File: config.mk
export PLATFORM = sky130hd
export DESIGN_NAME = game_mode_select
export DESIGN_NICKNAME = d
export VERILOG_FILES = /design/src/rtl/game_mode_select.sv
export SDC_FILE = /design/constraint.sdc
export NUM_CORES = 1
export LEC_CHECK = 0
export ABC_AREA = 1
export BUFFER_PORTS_ARGS = -buffer_cell sky130_fd_sc_hd__buf_2
export CORE_UTILIZATION = 38
export CTS_CLUSTER_DIAMETER = 60
export DETAILED_ROUTE_END_ITERATION = 8
export PLACE_DENSITY_LB_ADDON = 0.05
export SYNTH_ARGS = -nofsm -noshare
export SYNTH_HDL_FRONTEND = slang
export SYNTH_SLANG_ARGS = --single-unit
File: constraint.sdc
create_clock -name clk -period 1.51 [get_ports clk]
set_input_delay 0.453 -clock clk [delete_from_list [all_inputs] [get_ports clk]]
set_output_delay 0.453 -clock clk [all_outputs]
set_load 0.1 [all_outputs]
File: src/rtl/game_mode_select.sv
// Menu / game-mode sequencer: turns synchronized key levels into the game mode
// and menu cursor, inserting a mode-0 settle gap on every game entry and exit.
module game_mode_select #(
  parameter int NUM_GAMES     = 2,
  parameter int SETTLE_CYCLES = 4
) (
  input  logic       clk,
  input  logic       reset,
  input  logic       iKeyUp,
  input  logic       iKeyDown,
  input  logic       iKeySelect,
  input  logic       iKeyBack,
  input  logic       iGameDone,
  output logic [1:0] oGameMode,
  output logic [1:0] oCursor,
  output logic       oGameStart,
  output logic       oBusy
);

  localparam int CW = $clog2(SETTLE_CYCLES + 1);
  localparam logic [CW-1:0] CNT_LOAD = CW'(SETTLE_CYCLES - 1);
  localparam logic [CW-1:0] CNT_ONE  = CW'(1);
  localparam logic [CW-1:0] CNT_ZERO = '0;
  localparam logic [1:0]    MAX_CUR  = 2'(NUM_GAMES);

  typedef enum logic [1:0] {MENU, ARM, PLAY, EXIT} state_t;

  state_t        state, nextState;
  logic [CW-1:0] cnt, nextCnt;
  logic [1:0]    cursor, nextCursor;
  logic          upPrev, downPrev, selPrev, backPrev;
  logic          upEdge, downEdge, selEdge, backEdge;

  assign upEdge   = iKeyUp     & ~upPrev;
  assign downEdge = iKeyDown   & ~downPrev;
  assign selEdge  = iKeySelect & ~selPrev;
  assign backEdge = iKeyBack   & ~backPrev;
  assign oCursor  = cursor;

  always_comb begin
    nextState  = state;
    nextCnt    = cnt;
    nextCursor = cursor;
    case (state)
      MENU: begin
        // Select wins over cursor movement in the same cycle
        if (selEdge) begin
          nextState = ARM;
          nextCnt   = CNT_LOAD;
        end else if (upEdge && !downEdge) begin
          nextCursor = (cursor == MAX_CUR) ? 2'd1 : cursor + 2'd1;
        end else if (downEdge && !upEdge) begin
          nextCursor = (cursor == 2'd1) ? MAX_CUR : cursor - 2'd1;
        end
      end
      ARM: begin
        if (cnt == CNT_ZERO) nextState = PLAY;
        else                 nextCnt   = cnt - CNT_ONE;
      end
      PLAY: begin
        if (iGameDone || backEdge) begin
          nextState = EXIT;
          nextCnt   = CNT_LOAD;
        end
      end
      EXIT: begin
        if (cnt == CNT_ZERO) nextState = MENU;
        else                 nextCnt   = cnt - CNT_ONE;
      end
      default: nextState = MENU;
    endcase
  end

  // Outputs are registered from the next state so they track state exactly.
  always_ff @(posedge clk) begin
    if (reset) begin
      state      <= MENU;
      cnt        <= '0;
      cursor     <= 2'd1;
      upPrev     <= 1'b1;
      downPrev   <= 1'b1;
      selPrev    <= 1'b1;
      backPrev   <= 1'b1;
      oGameMode  <= 2'd0;
      oGameStart <= 1'b0;
      oBusy      <= 1'b0;
    end else begin
      state      <= nextState;
      cnt        <= nextCnt;
      cursor     <= nextCursor;
      upPrev     <= iKeyUp;
      downPrev   <= iKeyDown;
      selPrev    <= iKeySelect;
      backPrev   <= iKeyBack;
      oGameMode  <= (nextState == PLAY) ? nextCursor : 2'd0;
      oGameStart <= (nextState == PLAY) && (state != PLAY);
      oBusy      <= (nextState == ARM) || (nextState == EXIT);
    end
  end

endmodule

==> summary.md <==
| Metric | Value |
|---|---|
| Die X | `43.5 um` |
| Post-synth top area share | `0.427` |
| Largest net degree at the start of global routing | `9` |
| CTS Hold Bufs | `0` |
| Pins Over Slew Limit | `0` |
| Vias per inst | `4.44` |
| GRT Total Usage | `0.146` |
| WP data required | `1.06 ns` |
| Crit Path Max Fanout | `1` |
| Root Buffer | `clkbuf_4` |
| 1st-pass router iterations | `5` |
| CP Class | `reg -> out` |
| Site Rows | `14` |
| Clk_skew | `0.00105 ns` |
| Top FF cell, synth | `dfxtp_1` |
| CTS H-Tree Depth | `1` |
| Worst setup SP type | `flop` |
| ANT cells | `0` |
| WL final | `1080 um` |
| Final setup fails | `0` |
| Clk Latency, worst-skew pair | `0.27 ns` |
| Violated checks | `design-rule violations` |
| Count leader, synth | `nand2_1` |
| GR Overflow Total | `0` |
| Syn nets | `102` |
| Die height | `43.5 um` |
| Initial drt markers | `10` |
| Share of cells above drive strength 1 | `0.284` |
| Starting Density | `0.421` |
| Post-Syn Area | `656 sq um` |
| Async SR Flop Fraction | `0` |
| Max-Cap Viols | `0` |
| CTS tree | `built` |
| Synth cell types | `17` |
| Initial antenna violation count | `0` |
| Syn. warnings | `0` |
| Final Hold Violating Endpoints | `0` |
| Area Overhead vs Synth | `24.0%` |
| Outcome | `finished with violations` |
| Top delay family on crit path | `buffers and inverters` |
| Endpoint class of the critical path | `output port` |
| Setup TNS | `0 ns` |
| Cts bufs inserted | `3` |
| Final Cycle Share | `0.956` |
| Peak supply drop | `710 uV` |
| Final min period | `1.44 ns` |
| Crit path DAT | `0.99 ns` |
| Leakage power | `0.425 nW` |
| Sequential-to-total area share from yosys stat | `0.427` |
| RSZ-0062 raised after global routing | `false` |
| Post-CTS setup buffers | `0` |
| Post-synth EDFFs | `0` |
| CP max stage cell | `buf_2` |
| Final WS setup | `0.0670 ns` |
| DP HPWL | `881 um` |
| Worst-case reg-to-reg path depth | `8` |
| Total Nets Final | `120` |
| Crit path depth | `1` |
| Core outline area | `1560 sq um` |
| Power per cell area | `1330 nW/um^2` |
| Worst-margin pin slew | `0.486 ns` |
| Post-route antenna net violation count | `0` |
| Post-DR wirelength/cell | `8.67 um` |
| Port Buffers | `12` |
| Commonest cells in the netlist | `nand2_1 (23), nor2_1 (18), dfxtp_1 (14), inv_1 (14), nand2_2 (6)` |
| Quantity of gates resized following cts | `0` |
| Clock Pin Slew Worst Setup and Hold Paths | `0.07 ns` |
| Max-slew headroom | `0.678` |
| Hold Path Depth | `2` |
| Number of global-route vias before repair | `491` |
| Die ar. | `1900 sq um` |
| Syn Inst Count | `93` |
| Max incr delay on CP | `0.41 ns` |
| Top post-synthesis cells by area | `dfxtp_1 (43%), nand2_1 (13%), nor2_1 (10%)` |
| Hold/Removal Path Class | `in -> reg` |
| Area leader, netlist | `dfxtp_1` |
| # clock sinks | `14` |
| First-pass GRT wire length | `1970 um` |
| Crit path buf inv count | `1` |
| Synthesis-stage register bit count | `14` |
| # IOs | `13` |
| Max Root-Sink Buffers | `2` |
| Vias | `555` |
| GPL Wtd Cong | `0.695` |
| Syn_area_per_cell | `7.05 sq um` |
| DRC Markers | `4` |
| Fmax | `693 MHz` |
| Worst-path cell chain | `buf_2` |
| Post-place setup slack | `0.166 ns` |
through the flow:
stage               std cells  area (sq um)  hold WS (ns)   util  total power [mW]
floorplan                  93           658         0.455      -             0.791
global placement          122           791         0.467  0.507             0.892
detailed placement        122           791         0.481  0.507             0.896
CTS                       125           813         0.349  0.522              1.10
global route              125           813         0.358  0.522              1.17
finish                    125           813         0.360  0.522              1.08
final cells by class:
| class | count | area (sq um) |
|---|---|---|
| Fill cell | 174 | 746 |
| Tap cell | 16 | 20.0 |
| Multi-Input combinational cell | 62 | 312 |
| Inverter | 17 | 63.8 |
| Sequential cell | 14 | 283 |
| Clock buffer | 3 | 22.5 |
| Timing Repair Buffer | 13 | 113 |
path summary, 6_finish.rpt:
| check | from | to | slack [ns] |
|---|---|---|---|
| setup / recovery | oGameMode[1] | oGameMode[1] | 0.07 |
| hold / removal | reset | state[0] | 0.36 |
| setup reg to reg | cnt[0] | oGameMode[1] | 0.17 |
| hold reg to reg | cnt[2] | cnt[2] | 0.49 |
metal layers:
layer	vias to the layer above	wire, um	global-route usage
met5	-	0	0
met1	229	563	0.187
met4	0	15	0.0750
met2	12	459	0.209
li1	312	-	-
met3	2	45	0.0625
layout by cell type (no fill, tap or decap), drive strengths merged:
| cell type | instances |
|---|---|
| clkinv | 1 |
| nor2 | 20 |
| or2 | 1 |
| buf | 13 |
| o21bai | 1 |
| dfxtp | 14 |
| inv | 16 |
| nand4 | 1 |
| nand2 | 29 |
| nand3 | 5 |
| clkbuf | 3 |
| o21ai | 2 |
| a21oi | 1 |
| ha | 2 |
sequential cells by signal, indices dropped and copies added (netlist names):
| register | count |
|---|---|
| oCursor | 2 |
| state | 2 |
| cnt | 3 |
| oGameMode | 2 |
| downPrev | 1 |
| backPrev | 1 |
| selPrev | 1 |
| upPrev | 1 |
| oGameStart | 1 |
power by group:
| part | internal, mW | leakage, nW | switching (mW) |
|---|---|---|---|
| clock | 0.0922 | 0.0138 | 0.105 |
| sequential | 0.418 | 0.116 | 0.0347 |
| combinational | 0.144 | 0.295 | 0.285 |
cell families (layout without fill, tap and decap cells):
| kind of cell | Yosys count | after routing | synth area share |
|---|---|---|---|
| AOI/OAI and AO/OA | 4 | 4 | 0.0458 |
| adders and majority gates | 2 | 2 | 0.0382 |
| buffers and inverters | 17 | 33 | 0.0973 |
| DFF | 14 | 14 | 0.427 |
| and+or+nand+nor | 56 | 56 | 0.391 |
Note: power is estimated with default switching activity, not from simulation.
